<file path="config.mk">
export PLATFORM = sky130hd
export DESIGN_NAME = btn_step_ctrl
export DESIGN_NICKNAME = d
export VERILOG_FILES = /design/src/rtl/btn_step_ctrl.sv
export SDC_FILE = /design/constraint.sdc
export NUM_CORES = 1
export LEC_CHECK = 0
export ABC_CLOCK_PERIOD_IN_PS = 9200
export CAP_MARGIN = 10
export CELL_PAD_IN_SITES_DETAIL_PLACEMENT = 1
export CELL_PAD_IN_SITES_GLOBAL_PLACEMENT = 1
export CORE_MARGIN = 8
export CORE_UTILIZATION = 25
export CTS_CLUSTER_DIAMETER = 30
export DETAILED_ROUTE_END_ITERATION = 8
export PLACE_DENSITY = 0.47
export SETUP_SLACK_MARGIN = 0.05
export SLEW_MARGIN = 40
export SYNTH_ARGS = -nofsm -noshare
export SYNTH_HDL_FRONTEND = slang
export SYNTH_SLANG_ARGS = --single-unit
</file>
<file path="constraint.sdc">
create_clock -name clk -period 9.2 [get_ports clk]
set_input_delay 2.76 -clock clk [delete_from_list [all_inputs] [get_ports clk]]
set_output_delay 2.76 -clock clk [all_outputs]
set_load 0.1 [all_outputs]
</file>
<file path="src/rtl/btn_step_ctrl.sv">
// btn_step_ctrl: debounced two-button press/hold/auto-repeat stepper for a WIDTH-bit LED counter.
// Define COUNT_WRAP_EN for a wrapping count; by default the count saturates at both ends.
module btn_step_ctrl #(
  parameter int WIDTH           = 8,
  parameter int DEBOUNCE_CYCLES = 250_000,
  parameter int HOLD_CYCLES     = 12_500_000,
  parameter int REPEAT_CYCLES   = 2_500_000
) (
  input  logic             clk,
  input  logic             rst_n,
  input  logic             btn_up,
  input  logic             btn_dn,
  input  logic             clr,
  output logic [WIDTH-1:0] count,
  output logic [WIDTH-1:0] led,
  output logic             step,
  output logic             dir
);
  localparam int DW   = $clog2(DEBOUNCE_CYCLES + 1);
  localparam int TMAX = HOLD_CYCLES > REPEAT_CYCLES ? HOLD_CYCLES : REPEAT_CYCLES;
  localparam int TW   = $clog2(TMAX);
  typedef enum logic [1:0] {IDLE, HOLD, REPEAT, WAIT} state_t;
  state_t           state_q, state_d;
  logic [TW-1:0]    timer_q, timer_d;
  logic [1:0]       s1_q, s2_q, db_q, db_d, dbp_q, rise;
  logic [DW-1:0]    dcnt_q [2];
  logic [DW-1:0]    dcnt_d [2];
  logic [WIDTH-1:0] count_q, count_d, nxt;
  logic             step_q, step_d, dir_q, dir_d, req, req_up, held, blocked;
  // bit 1 is the up button, bit 0 the down button throughout
  always_comb begin
    for (int i = 0; i < 2; i++) begin
      dcnt_d[i] = (s2_q[i] == db_q[i] || dcnt_q[i] == DW'(DEBOUNCE_CYCLES - 1)) ? '0 : dcnt_q[i] + 1'b1;
      db_d[i]   = (s2_q[i] != db_q[i] && dcnt_q[i] == DW'(DEBOUNCE_CYCLES - 1)) ? s2_q[i] : db_q[i];
    end
  end
  assign rise = db_q & ~dbp_q;
  assign held = dir_q ? db_q[1] : db_q[0];
  always_comb begin
    state_d = state_q;
    timer_d = timer_q + 1'b1;
    req     = 1'b0;
    req_up  = dir_q;
    dir_d   = dir_q;
    case (state_q)
      IDLE: begin
        timer_d = '0;
        if (rise[1] || rise[0]) begin
          req     = 1'b1;
          req_up  = rise[1];
          dir_d   = rise[1];
          state_d = HOLD;
        end
      end
      HOLD: begin
        if (!held) state_d = WAIT;
        else if (timer_q == TW'(HOLD_CYCLES - 1)) begin
          req     = 1'b1;
          state_d = REPEAT;
        end
      end
      REPEAT: begin
        if (!held) state_d = WAIT;
        else if (timer_q == TW'(REPEAT_CYCLES - 1)) begin
          req     = 1'b1;
          timer_d = '0;
        end
      end
      default: if (db_q == 2'b00) state_d = IDLE;
    endcase
    if (state_d != state_q) timer_d = '0;
  end
  assign nxt = req_up ? count_q + 1'b1 : count_q - 1'b1;
`ifdef COUNT_WRAP_EN
  assign blocked = 1'b0;
`else
  assign blocked = req_up ? &count_q : ~|count_q;
`endif
  // a blocked step still advances the FSM; only the count and pulse are suppressed
  assign step_d  = req && !blocked && !clr;
  assign count_d = clr ? '0 : step_d ? nxt : count_q;
  always_ff @(posedge clk or negedge rst_n) begin
    if (!rst_n) begin
      s1_q    <= '0;
      s2_q    <= '0;
      db_q    <= '0;
      dbp_q   <= '0;
      dcnt_q  <= '{'0, '0};
      state_q <= IDLE;
      timer_q <= '0;
      count_q <= '0;
      step_q  <= 1'b0;
      dir_q   <= 1'b1;
    end else begin
      s1_q    <= {btn_up, btn_dn};
      s2_q    <= s1_q;
      db_q    <= db_d;
      dbp_q   <= db_q;
      dcnt_q  <= dcnt_d;
      state_q <= state_d;
      timer_q <= timer_d;
      count_q <= count_d;
      step_q  <= step_d;
      dir_q   <= dir_d;
    end
  end
  assign count = count_q;
  assign led   = ~count_q;
  assign step  = step_q;
  assign dir   = dir_q;
endmodule
</file>
# Word-level counts from Yosys, hierarchy flattened
# Cells that the tools add are included.
# totals
inputBits	5
wordCells	71
register_bits	80
output_inout_bits	18
# op_classes
n_reduce_logical	15
muxes	25
n_bitwise	3
add_sub_neg	5
eq_ne	11
# ops
cell	n
24-bit 2-to-1 mux	3
24-bit one-hot mux with 2 select lines	1
18-bit by 1-bit adder with 18-bit output (second input constant)	2
18-bit equality test (second input constant)	2
18-bit 2-to-1 mux	2
24-bit by 1-bit adder with 24-bit output (second input constant)	1
24-bit by 22-bit equality test with 1-bit output (second input constant)	1
24-bit equality test (second input constant)	1
8-bit 2-to-1 mux	3
2-bit 2-to-1 mux	5
1-bit 2-to-1 mux	9
8-bit by 1-bit adder with 8-bit output (second input constant)	1
8-bit inverter	1
8-bit AND reduction	1
8-bit OR reduction	1
8-bit by 1-bit subtractor with 8-bit output (second input constant)	1
2-bit one-hot mux with 3 select lines	1
1-bit logical AND	4
2-bit zero test	2
1-bit zero test	3
1-bit logical OR	3
1-bit one-hot mux with 3 select lines	1
2-bit bitwise AND	1
1-bit equality test	2
6 further kinds	7

# Depth between registers and ports, before layout
# Gate-level depths: netlist of run 1.
# depth
ltp_word	11
mapped_depth	13
depth_no_buf	12

# Worst setup path before layout of run 1
# No wires, ideal clock.
# synth_timing
kind	register to output
start	reg count_q[0], in the netlist count[0]
end	out led[0]
arrival_time_ns	1.681
n_path_buf	0
t_required_ns	6.440
stages_incl_launch_ff	2
setup_slack_ns	4.759
cell_sequence	dfrtp_1 > inv_1
# synth_via
elab_chain_len	1
# synth_lines
item	line_no	source
start: declaration	28	logic [WIDTH-1:0] count_q, count_d, nxt;
start signal: assignment	102	count_q <= count_d;
8-bit inverter	108	assign led = ~count_q;
end: declaration	15	output logic [WIDTH-1:0] led,
# Every way passes these cells.

# Final worst setup path of run 1
# layout_timing
start	reg dir_q, in the netlist dir
end	out dir
# layout_lines
item	line_no	source
start: declaration	29	logic step_q, step_d, dir_q, dir_d, req, req_up, held, blocked;
start signal: assignment	104	dir_q <= dir_d;
end: declaration	17	output logic dir
# No word-level cell between the ends.

==> metrics.md, run 1 <==
| Metric | Value |
|---|---|
| Max-slew headroom | between 50 and 60% |
| MaxCap Viol Count | 0 |
| Post-synth EDFFs | 0 |
| Clock Sinks | 80 |
| Io pins | 23 |
| Multi-input logic area | 2120 sq um |
| Worst path required time | between 6 and 7 ns |
| Critical Path Max Stage Delay | roughly 0.57 ns |
| Final core utilization | around 30% |
| CP Launch Type | flip-flop |
| Seq pwr share | 46.2% |
| Synth Flop Type | dfrtp_1 |
| Seq/Total Area, Yosys | a little under half |
| WP buf/inv | 1 |
| Clk_lat worst skew | 0.35 ns |
| CTS Root Cell | clkbuf_16 |
| Finish-stage setup viols | 0 |
| Data arrival, critical path | 1.36 ns |
| CP Cell Sequence | buf_2 |
| Synth Cell Area | about 4300 sq um |
| Detail Route Antenna Nets | 0 |
| Initial antenna violation count | 0 |
| Family with the most delay on the worst path | flip-flops |
| Avg WL per Cell | about 14 um |
| YS warnings | 0 |
| Endpoints failing hold | 0 |
| Crit end category | output port |
| Port Buf Inserts | 22 |
| Worst vdd ir | approximately 0.1 mV |
| Mapped Nets | about 470 |
| Combinational share of power | around 2.1% |
| Fillcell total | 1920 |
| CP Max Fanout | 4 |
| Via count | 3166 |
| Measured slew at the worst slew-check pin | around 0.74 ns |
| Post-CTS setup repair buffer count | 0 |
| RSZ-0062 raised after global routing | false |
| Clock group share of total power | about half |
| Share of cells above drive strength 1 | 10.53% |
| Vias in the first global route | around 3400 |
| Cell Pwr Density | 156.1 nW/um^2 |
| CTS Buf Count | 9 |
| Setup slack, reg-to-reg | between 5 and 6 ns |
| H-tree levels | 3 |
| Clock buffer depth | 2 |
| Top cell type's share of synthesized area | a little under half |
| Max-slew violations | 0 |
| CTS tree | yes |
| Synth top area cells | dfrtp_1 46%, nor2_1 7.7%, xor2_1 6.2% |
| Global route overflow | 0 |
| Leading cell type in the layout, fill and taps excluded | nor2_1 |
| Drt total wl | 9.892 mm |
| FF+latch count, synth | 80 |
| Worst Skew | about 0.0056 ns |
| First-pass GRT wire length | about 17 mm |
| Hold_buf cts | 0 |
| Largest area contributor in the netlist | dfrtp_1 |
| Register area | 2003 sq um |
| Critical path type | reg2out |
| N_diodes | 0 |
| Cell leakage power | slightly above 0.002 uW |
| Initial DRT Pass Iterations | 4 |
| Fmax achieved | about 0.24 GHz |
| Largest net degree at the start of global routing | roughly 80 |
| Setup TNS | 0 ns |
| Clock-pin transition on the worst setup and hold timing paths | around 0.060 ns |
| Drc violations | 0 |
| Commonest non-fill, non-tap cells in the layout | 87 x nor2_1, 79 x dfrtp_1, 30 x xor2_1, 29 x nand3_1, 29 x xnor2_1 |
| Core area | between 15000 and 20000 sq um |
| Initial Util | 25.64% |
| Async SR Flop Fraction | 100.0% |
| First DRT Iteration DRCs | between 100 and 150 |
| Vias per std cell | 4.555 |
| Unique masters post-synth | 52 |
| Area Growth Syn to Fin | 16.42% |
| Final nets | about 490 |
| Placed wire-length estimate | between 6 and 7 mm |
| Syn Area/Cell | around 9.5 sq um |
| Synth Instances | between 400 and 500 |
| Switching share of power | 22.36% |
| Chip height | 146.4 um |
| Sw Pwr | 172.8 uW |
| Die X | roughly 150 um |
| Fin crit share | 44.80% |
| Overall routing resource usage | ~9.9% |
| CP max-delay cell | dfstp_2 |
| Internal power | about 600 uW |
| Die footprint | between 20000 and 25000 sq um |
| Hold WC Path Type | reg2reg |
| Status | finished, final reports clean |
| Tmin final | about 4.1 ns |
| Gpl congestion | around 0.73 |
| Cts repair resizes | 0 |
| Row Count | 47 |
[logic make-up after synthesis]
| kind of cell | after synthesis | share of synthesized area (%) |
|---|---|---|
| AO/OA/AOI/OAI | 44 | 6.916 |
| buffers and inverters | 33 | 3.208 |
| AND/OR/NAND/NOR | 207 | 23.87 |
| XOR/XNOR | 59 | 12.15 |
| multiplexers | 10 | 2.443 |
| adder cells (fa/ha/maj) | 14 | 4.297 |
| flip-flops | 80 | 47.12 |
[power by group through the flow]
stage	registers (uW)	clock network (uW)	logic, uW
after floorplan	363	0	6.63
after global placement	363	0	17.2
after detailed placement	363	0	17.5
after CTS	357	422	17.5
after global routing	357	430	19.7
final	357	400	16.3
[path summary, 6_finish.rpt]
path,start,end,cells past startpoint
max in group asynchronous,rst_n,timer_q[3],1
min reg2reg,s1_q[1],s2_q[1],0
min in group asynchronous,rst_n,step,1
min,s1_q[1],s2_q[1],0
max,dir,dir,1
max reg2reg,state_q[1],count[6],12
[flip-flops by register name, indices dropped and copies added (netlist names)]
signal,count
s2_q,2
dir,1
s1_q,2
dcnt_q,36
timer_q,24
count,8
db_q,2
state_q,2
dbp_q,2
step,1
[cell type report]
class                   count  share of cell area, %
clock inverters             7                  2.048
well taps                 220                  5.561
multi-input cells         334                  42.82
flip-flops and latches     80                  40.47
repair buffers             24                  2.958
inverters                  21                  1.593
clock buffers               9                  4.550
[metrics by stage]
step / hold WS (ns) / setup slack (ns) / power, uW / instances / instance area, sq um
CTS: 0.3596 / 5.047 / 795.8 / 695 / 4947
global route: 0.3663 / 5.036 / 806.3 / 695 / 4950
detailed placement: 0.3434 / 5.196 / 380.9 / 679 / 4621
global placement: 0.3373 / 4.721 / 380.4 / 678 / 4695
floorplan: 0.3312 / 4.759 / 369.5 / 447 / 4252
finish: 0.3561 / 5.079 / 772.7 / 695 / 4950
[cell usage after synthesis (all sizes together), types with 2 or more instances]
cell type and count:
nor2 87, dfrtp 79, xor2 30, nand3 29, xnor2 29, nand2 25
inv 21, a21oi 14, ha 13, and3 10, and4 8, nor3 8
o21ai 8, clkbuf 7, mux2i 7, nand4 7, nor2b 7, nor4 7
buf 5, or3 4, a211oi 3, mux2 3, nand2b 3, a21boi 2
a21o 2, a22oi 2, nand3b 2, o21bai 2, o22ai 2, or2 2
or3b 2
[routing by layer]
layer  routed length [um]  global-route usage (%)  share of wire, %  vias to the layer above
met5                    0                       0                 0                        -
met4                  170                   4.019               1.7                        0
met3                  194                   2.472               2.0                       10
met2                 4740                   16.00                48                       17
met1                 4786                   12.47                48                     1578
li1                     -                       -                 -                     1561
Note: power is estimated with default switching activity, not from simulation.
==> run 2: changes to the inputs <==
--- a/config.mk
+++ b/config.mk
@@ -5,7 +5,7 @@
 export SDC_FILE = /design/constraint.sdc
 export NUM_CORES = 1
 export LEC_CHECK = 0
-export ABC_CLOCK_PERIOD_IN_PS = 9200
+export ABC_CLOCK_PERIOD_IN_PS = 4090
 export CAP_MARGIN = 10
 export CELL_PAD_IN_SITES_DETAIL_PLACEMENT = 1
 export CELL_PAD_IN_SITES_GLOBAL_PLACEMENT = 1
==> constraint.sdc (replaced) <==
create_clock -name clk -period 4.09 [get_ports clk]
set_input_delay 1.227 -clock clk [delete_from_list [all_inputs] [get_ports clk]]
set_output_delay 1.227 -clock clk [all_outputs]
set_load 0.1 [all_outputs]
==> metrics.md, run 2 (synthesis results as in run 1) <==
| Metric | Value |
|---|---|
| Critical Path Max Stage Delay | 0.48 ns (-0.09 ns) |
| R2R cell count | 13 (+1) |
| MaxCap Viol Count | 0 (unchanged) |
| Setup slack, reg-to-reg | 1.19 ns (-4.69 ns) |
| Leading cell type in the layout, fill and taps excluded | nor2_1 |
| Crit end category | flip-flop |
| CP max-delay cell | dfrtp_1 |
| Status | finished, final reports clean |
| Via count | 3197 (+0.98%) |
| Overall routing resource usage | 9.878% (-0.051 points) |
| Core area | 16580 sq um (unchanged) |
| Worst setup margin | 1.186 ns (-3.893 ns) |
| Io pins | 23 (unchanged) |
| Initial DRT Pass Iterations | 4 (unchanged) |
| Area Growth Syn to Fin | 16.72% |
| Hold path startpoint | s1_q[1] |
| Commonest non-fill, non-tap cells in the layout | 87 x nor2_1, 79 x dfrtp_1, 30 x xor2_1, 29 x nand3_1, 29 x xnor2_1 |
| Initial Util | 25.64% (unchanged) |
| Share of cells above drive strength 1 | 10.48% (-0.044 points) |
| Detail Route Antenna Nets | 0 (unchanged) |
| Row Count | 47 (unchanged) |
| Total Power | 1667 uW (+120%) |
| Avg WL per Cell | 14.07 um (-1.1%) |
| H-tree levels | 3 (unchanged) |
| Cell Pwr Density | 336.0 nW/um^2 (+120%) |
| Hold WC Path Type | reg2reg |
| Max-slew violations | 0 (unchanged) |
| Worst path required time | 4.34 ns (-2.10 ns) |
| Final nets | 492 (+0.61%) |
| Port Buf Inserts | 22 (unchanged) |
| Vias in the first global route | 3428 (+1.8%) |
| Drt total wl | 9.809 mm (-0.84%) |
| Final instance area | 4962 sq um (+0.25%) |
| Hold depth | 0 (unchanged) |
| Finish-stage setup viols | 0 (unchanged) |
| Fin crit share | a little under three quarters |
| Endpoints failing hold | 0 (unchanged) |
| Vias per std cell | 4.587 (+0.69%) |
| CTS Root Cell | clkbuf_16 |
| CP Max Fanout | 10 (+6) |
| Post-CTS setup repair buffer count | 0 (unchanged) |
| Initial antenna violation count | 0 (unchanged) |
| Global route overflow | 0 (unchanged) |
| Cell leakage power | 0.002048 uW (+0.90%) |
| Die X | 146.4 um (unchanged) |
| Critical path type | reg2reg |
| Placed wire-length estimate | 6.761 mm (about the same) |
| Clock-pin transition on the worst setup and hold timing paths | 0.06 ns (about the same) |
| Cts repair resizes | 0 (unchanged) |
| Hold_ws | 0.3482 ns (-0.007899 ns) |
| First-pass GRT wire length | 17.38 mm (-0.28%) |
| Clk_lat worst skew | 0.34 ns (about the same) |
| Chip height | 146.4 um (unchanged) |
| Cell Area, Placed | 4659 sq um (+0.84%) |
| N_diodes | 0 (unchanged) |
| Hold_buf cts | 0 (unchanged) |
| R2R Path End | count[6] |
| Most flop-heavy register | dcnt_q |
| Fmax achieved | about 0.34 GHz |
| Largest register FFs | 36 (unchanged) |
| CTS Buf Count | 9 (unchanged) |
| First DRT Iteration DRCs | 112 (-21%) |
| CTS tree | yes |
| Measured slew at the worst slew-check pin | 0.7147 ns (-0.02457 ns) |
| Largest net degree at the start of global routing | 58 (-28%) |
| Pre-CTS setup slack | 1.172 ns (-4.024 ns) |
| Setup TNS | 0 ns (unchanged) |
| Clock Sinks | 80 (unchanged) |
| Worst vdd ir | 0.2329 mV (+130%) |
| RSZ-0062 raised after global routing | false |
| Data arrival, critical path | 3.15 ns (+1.79 ns) |
| CP Launch Type | flip-flop |
| Fillcell total | 1960 (+2.1%) |
| R2r startpoint | state_q[1] |
| Worst Skew | 0.005380 ns (-0.0002452 ns) |
| Clock buffer depth | 2 (unchanged) |
| Die footprint | 21440 sq um (unchanged) |
| Gpl congestion | 0.7508 (+3.2%) |
| Max-slew headroom | 52.35% (+1.8 points) |
| Tmin final | approximately 2.9 ns |
| Hold Path End | s2_q[1] |
| CP Cell Sequence | inv_1 -> ha_1 -> nand3b_1 -> a22oi_1 -> buf_4 -> inv_1 -> fa_1 -> nor2b_1 -> o21ai_0 -> a21boi_0 -> mux2i_1 -> o21ai_0 -> a21oi_1 |
| Drc violations | 0 (unchanged) |
run 2: changes by cell type in the layout (fill, tap and decap cells not counted), sizes merged:
| cell | before | now |
|---|---|---|
| buf | 20 | 24 |
| bufinv | 2 | 1 |
| clkbuf | 10 | 13 |
| clkinvlp | 1 | 0 |
| inv | 24 | 21 |
run 2: power breakdown:
group	total (uW)	switching [uW]	internal [uW]	leakage (uW)
Sequential	803	4.37	798	0.00110
Clock	826	321	505	0.000146
Combinational	38.9	28.7	10.3	0.000802
run 2: worst max-delay path, delay by kind of cell (launching register included):
family	cells	cell delay, ns
compound gates	5	0.83
fa+ha+maj	2	0.68
buf+inv	3	0.40
flops	1	0.48
mux	1	0.22
simple gates	2	0.22
run 2: worst max-delay path by stage:
stage,slack (ns),depth (start not counted),from,to
6_report,1.19,13,state_q[1],count[6]
5_1_grt,0.77,13,state_q[0],count[6]
4_1_cts,1.13,13,state_q[1],count[6]
3_5_place_dp,1.17,12,state_q[1],count[7]
3_3_place_gp,1.23,1,count[6],count[6]
2_1_floorplan,0.83,8,count[0],count[6]
run 2: final cells by class:
class                      instances  area [sq um]  share of cell area (%)
sequential                        80          2003                   40.37
clock inverter                     2         38.79                  0.7816
tap                              220         275.3                   5.547
inverter                          21         78.83                   1.589
clock buffer                      13         260.3                   5.245
timing repair buffer              27         193.9                   3.908
multi-input combinational        334          2112                   42.56
run 2: per-layer routing:
metal  global-route usage [%]  wire length (um)  up-vias
met5                        0                 0        -
met4                    3.400               114        0
met3                    2.750               249        9
met2                    15.81              4686       20
met1                    12.54              4759     1594
li1                         -                 -     1574
run 2: metrics by stage:
| step | cells | util, % |
|---|---|---|
| after detailed placement | 682 | 28.10 |
| after global routing | 697 | 29.92 |
| after floorplan | 447 | - |
| after global placement | 682 | 28.34 |
| final | 697 | 29.92 |
| after CTS | 697 | 29.90 |
==> run 3: changes to the inputs <==
--- a/config.mk
+++ b/config.mk
@@ -5,7 +5,7 @@
 export SDC_FILE = /design/constraint.sdc
 export NUM_CORES = 1
 export LEC_CHECK = 0
-export ABC_CLOCK_PERIOD_IN_PS = 4090
+export ABC_CLOCK_PERIOD_IN_PS = 2700
 export CAP_MARGIN = 10
 export CELL_PAD_IN_SITES_DETAIL_PLACEMENT = 1
 export CELL_PAD_IN_SITES_GLOBAL_PLACEMENT = 1
==> constraint.sdc (replaced) <==
create_clock -name clk -period 2.7 [get_ports clk]
set_input_delay 0.81 -clock clk [delete_from_list [all_inputs] [get_ports clk]]
set_output_delay 0.81 -clock clk [all_outputs]
set_load 0.1 [all_outputs]
==> metrics.md, run 3 (synthesis results as in run 1) <==
| Metric | Value |
|---|---|
| Status | finished, final reports clean |
| Worst vdd ir | 0.2509 mV (+7.7%) |
| Clock Sinks | 80 (unchanged) |
| Setup TNS | 0 ns (unchanged) |
| Avg WL per Cell | 14.44 um (+2.6%) |
| Critical path type | reg2reg |
| Global route overflow | 0 (unchanged) |
| Initial Util | 25.64% (unchanged) |
| Tmin final | 2.612 ns (-0.2919 ns) |
| GR peak layer | met2 |
| Fmax achieved | 0.3828 GHz (+11%) |
| Most flop-heavy register | dcnt_q |
| Drc violations | 0 (unchanged) |
| Clk_lat worst skew | 0.34 ns (about the same) |
| Cell Area, Placed | 4797 sq um (+3.0%) |
| Area Growth Syn to Fin | 22.84% |
| Met1 Track Usage GR | 13.07% (+0.53 points) |
| Die X | 146.4 um (unchanged) |
| Gpl congestion | 0.7459 (-0.65%) |
| Share of cells above drive strength 1 | 17.54% (+7.1 points) |
| Max-slew headroom | 51.50% (-0.86 points) |
| Clock buffer depth | 2 (unchanged) |
| Die footprint | 21440 sq um (unchanged) |
| Detail Route Antenna Nets | 0 (unchanged) |
| Worst path required time | 2.93 ns (-1.41 ns) |
| MaxCap Viol Count | 0 (unchanged) |
| H-tree levels | 3 (unchanged) |
| Leading cell type in the layout, fill and taps excluded | nor2_1 |
| N_diodes | 0 (unchanged) |
| Drt total wl | 10.34 mm (+5.4%) |
| Critical Path Max Stage Delay | 0.40 ns (-0.08 ns) |
| Cell Pwr Density | 473.8 nW/um^2 (+41%) |
| RSZ-0062 raised after global routing | true |
| Setup slack, reg-to-reg | 0.09 ns (-1.10 ns) |
| Io pins | 23 (unchanged) |
| Row Count | 47 (unchanged) |
| Vias in the first global route | 3410 (-0.53%) |
| Met2 usage | 15.90% (+0.093 points) |
| CP max-delay cell | dfrtp_1 |
| Via count | 3249 (+1.6%) |
| Crit path from | state_q[0] |
| GRT met3 Usage | 2.287% (-0.46 points) |
| CP Cell Sequence | inv_2 -> ha_4 -> nand3b_1 -> a22oi_2 -> buf_6 -> ha_4 -> nand3_1 -> o211ai_1 -> o41ai_2 -> xnor2_1 -> a211oi_2 -> a31o_2 |
| Hold WC Path Type | reg2reg |
| Overall routing resource usage | 9.992% (+0.11 points) |
| Initial antenna violation count | 0 (unchanged) |
| First-pass GRT wire length | 17.58 mm (+1.2%) |
| Data arrival, critical path | 2.84 ns (-0.31 ns) |
| CP Launch Type | flip-flop |
| Placed wire-length estimate | 7.197 mm (+6.5%) |
| Largest register FFs | 36 (unchanged) |
| Largest net degree at the start of global routing | 52 (-10%) |
| Finish-stage setup viols | 0 (unchanged) |
| Clock-pin transition on the worst setup and hold timing paths | 0.07 ns (about the same) |
| CP Max Fanout | 5 (-5) |
| CP Capture Point | count[7] |
| Final nets | 510 (+3.7%) |
| Final instance area | 5223 sq um (+5.2%) |
| Worst Skew | 0.009601 ns (+0.004221 ns) |
| Initial DRT Pass Iterations | 4 (unchanged) |
| Fin crit share | 96.74% (+26 points) |
| Hold_buf cts | 0 (unchanged) |
| Commonest non-fill, non-tap cells in the layout | 87 x nor2_1, 77 x dfrtp_1, 39 x buf_4, 30 x xor2_1 |
| R2R cell count | 12 (-1) |
| Crit-path most repeated cell | ha_4 |
| R2r startpoint | state_q[0] |
| CTS Buf Count | 9 (unchanged) |
| Core area | 16580 sq um (unchanged) |
| CTS Root Cell | clkbuf_16 |
| Max-slew violations | 0 (unchanged) |
| Crit end category | flip-flop |
| CTS tree | yes |
| First DRT Iteration DRCs | 121 (+8.0%) |
| Endpoints failing hold | 0 (unchanged) |
| Port Buf Inserts | 22 (unchanged) |
| Measured slew at the worst slew-check pin | 0.7276 ns (+0.01285 ns) |
| Cell leakage power | 0.002143 uW (+4.6%) |
| Vias per std cell | 4.538 (-1.1%) |
| R2R Path End | count[7] |
| Chip height | 146.4 um (unchanged) |
==> run 3: area by class of cell <==
type                    count  area, sq um
fillers                  1922        11360
flip-flops and latches     80         2011
well taps                 220        275.3
inverters                  21        86.33
clock buffers              10        239.0
repair buffers             45        374.1
multi-input cells         334         2190
clock inverters             6        47.55
==> run 3: how the worst min path moves through the flow <==
stage | endpoint | slack, ns | start | depth (start not counted)
6_report | s2_q[1] | 0.35 | s1_q[1] | 0
5_1_grt | s2_q[1] | 0.36 | s1_q[1] | 0
4_1_cts | s2_q[1] | 0.35 | s1_q[1] | 0
3_5_place_dp | s2_q[1] | 0.34 | s1_q[1] | 0
3_3_place_gp | s2_q[0] | 0.34 | s1_q[0] | 0
2_1_floorplan | s2_q[0] | 0.33 | s1_q[0] | 0
==> run 3: report_power, final <==
| group | total, uW | internal, uW | switching [uW] |
|---|---|---|---|
| Clock | 1200 | 660 | 539 |
| Sequential | 1210 | 1210 | 6.30 |
| Combinational | 60.6 | 17.3 | 43.3 |
==> run 3: what timing repair did <==
item	in CTS	in global routing
buffers inserted	2	9
setup endpoints to repair	2	2
gates resized for setup	0	9
hold endpoints to repair	0	0
pin swaps	1	9
==> run 3: metal layers <==
layer	wire length [um]	vias to the layer above
li1	-	1604
met1	5014	1619
met2	5000	16
met3	195	10
met4	131	0
met5	0	-
==> run 3: through the flow <==
stage	power, uW	setup WS, ns	instances	hold WS (ns)	util, %
floorplan	1259	0.05112	447	0.3312	-
global placement	1301	0.1404	689	0.3356	28.93
detailed placement	1303	0.01201	689	0.3364	28.93
CTS	2530	0.06323	707	0.3525	30.75
global route	2583	-0.1481	716	0.3590	31.49
finish	2475	0.08794	716	0.3485	31.49
==> run 3: critical path: cells and delay by family (launching register included) <==
family	cells	cell delay (ns)
AO/OA/AOI/OAI	5	1.07
flip-flops	1	0.40
adder cells (fa/ha/maj)	2	0.37
buffers and inverters	2	0.27
XOR/XNOR	1	0.21
AND/OR/NAND/NOR	2	0.18
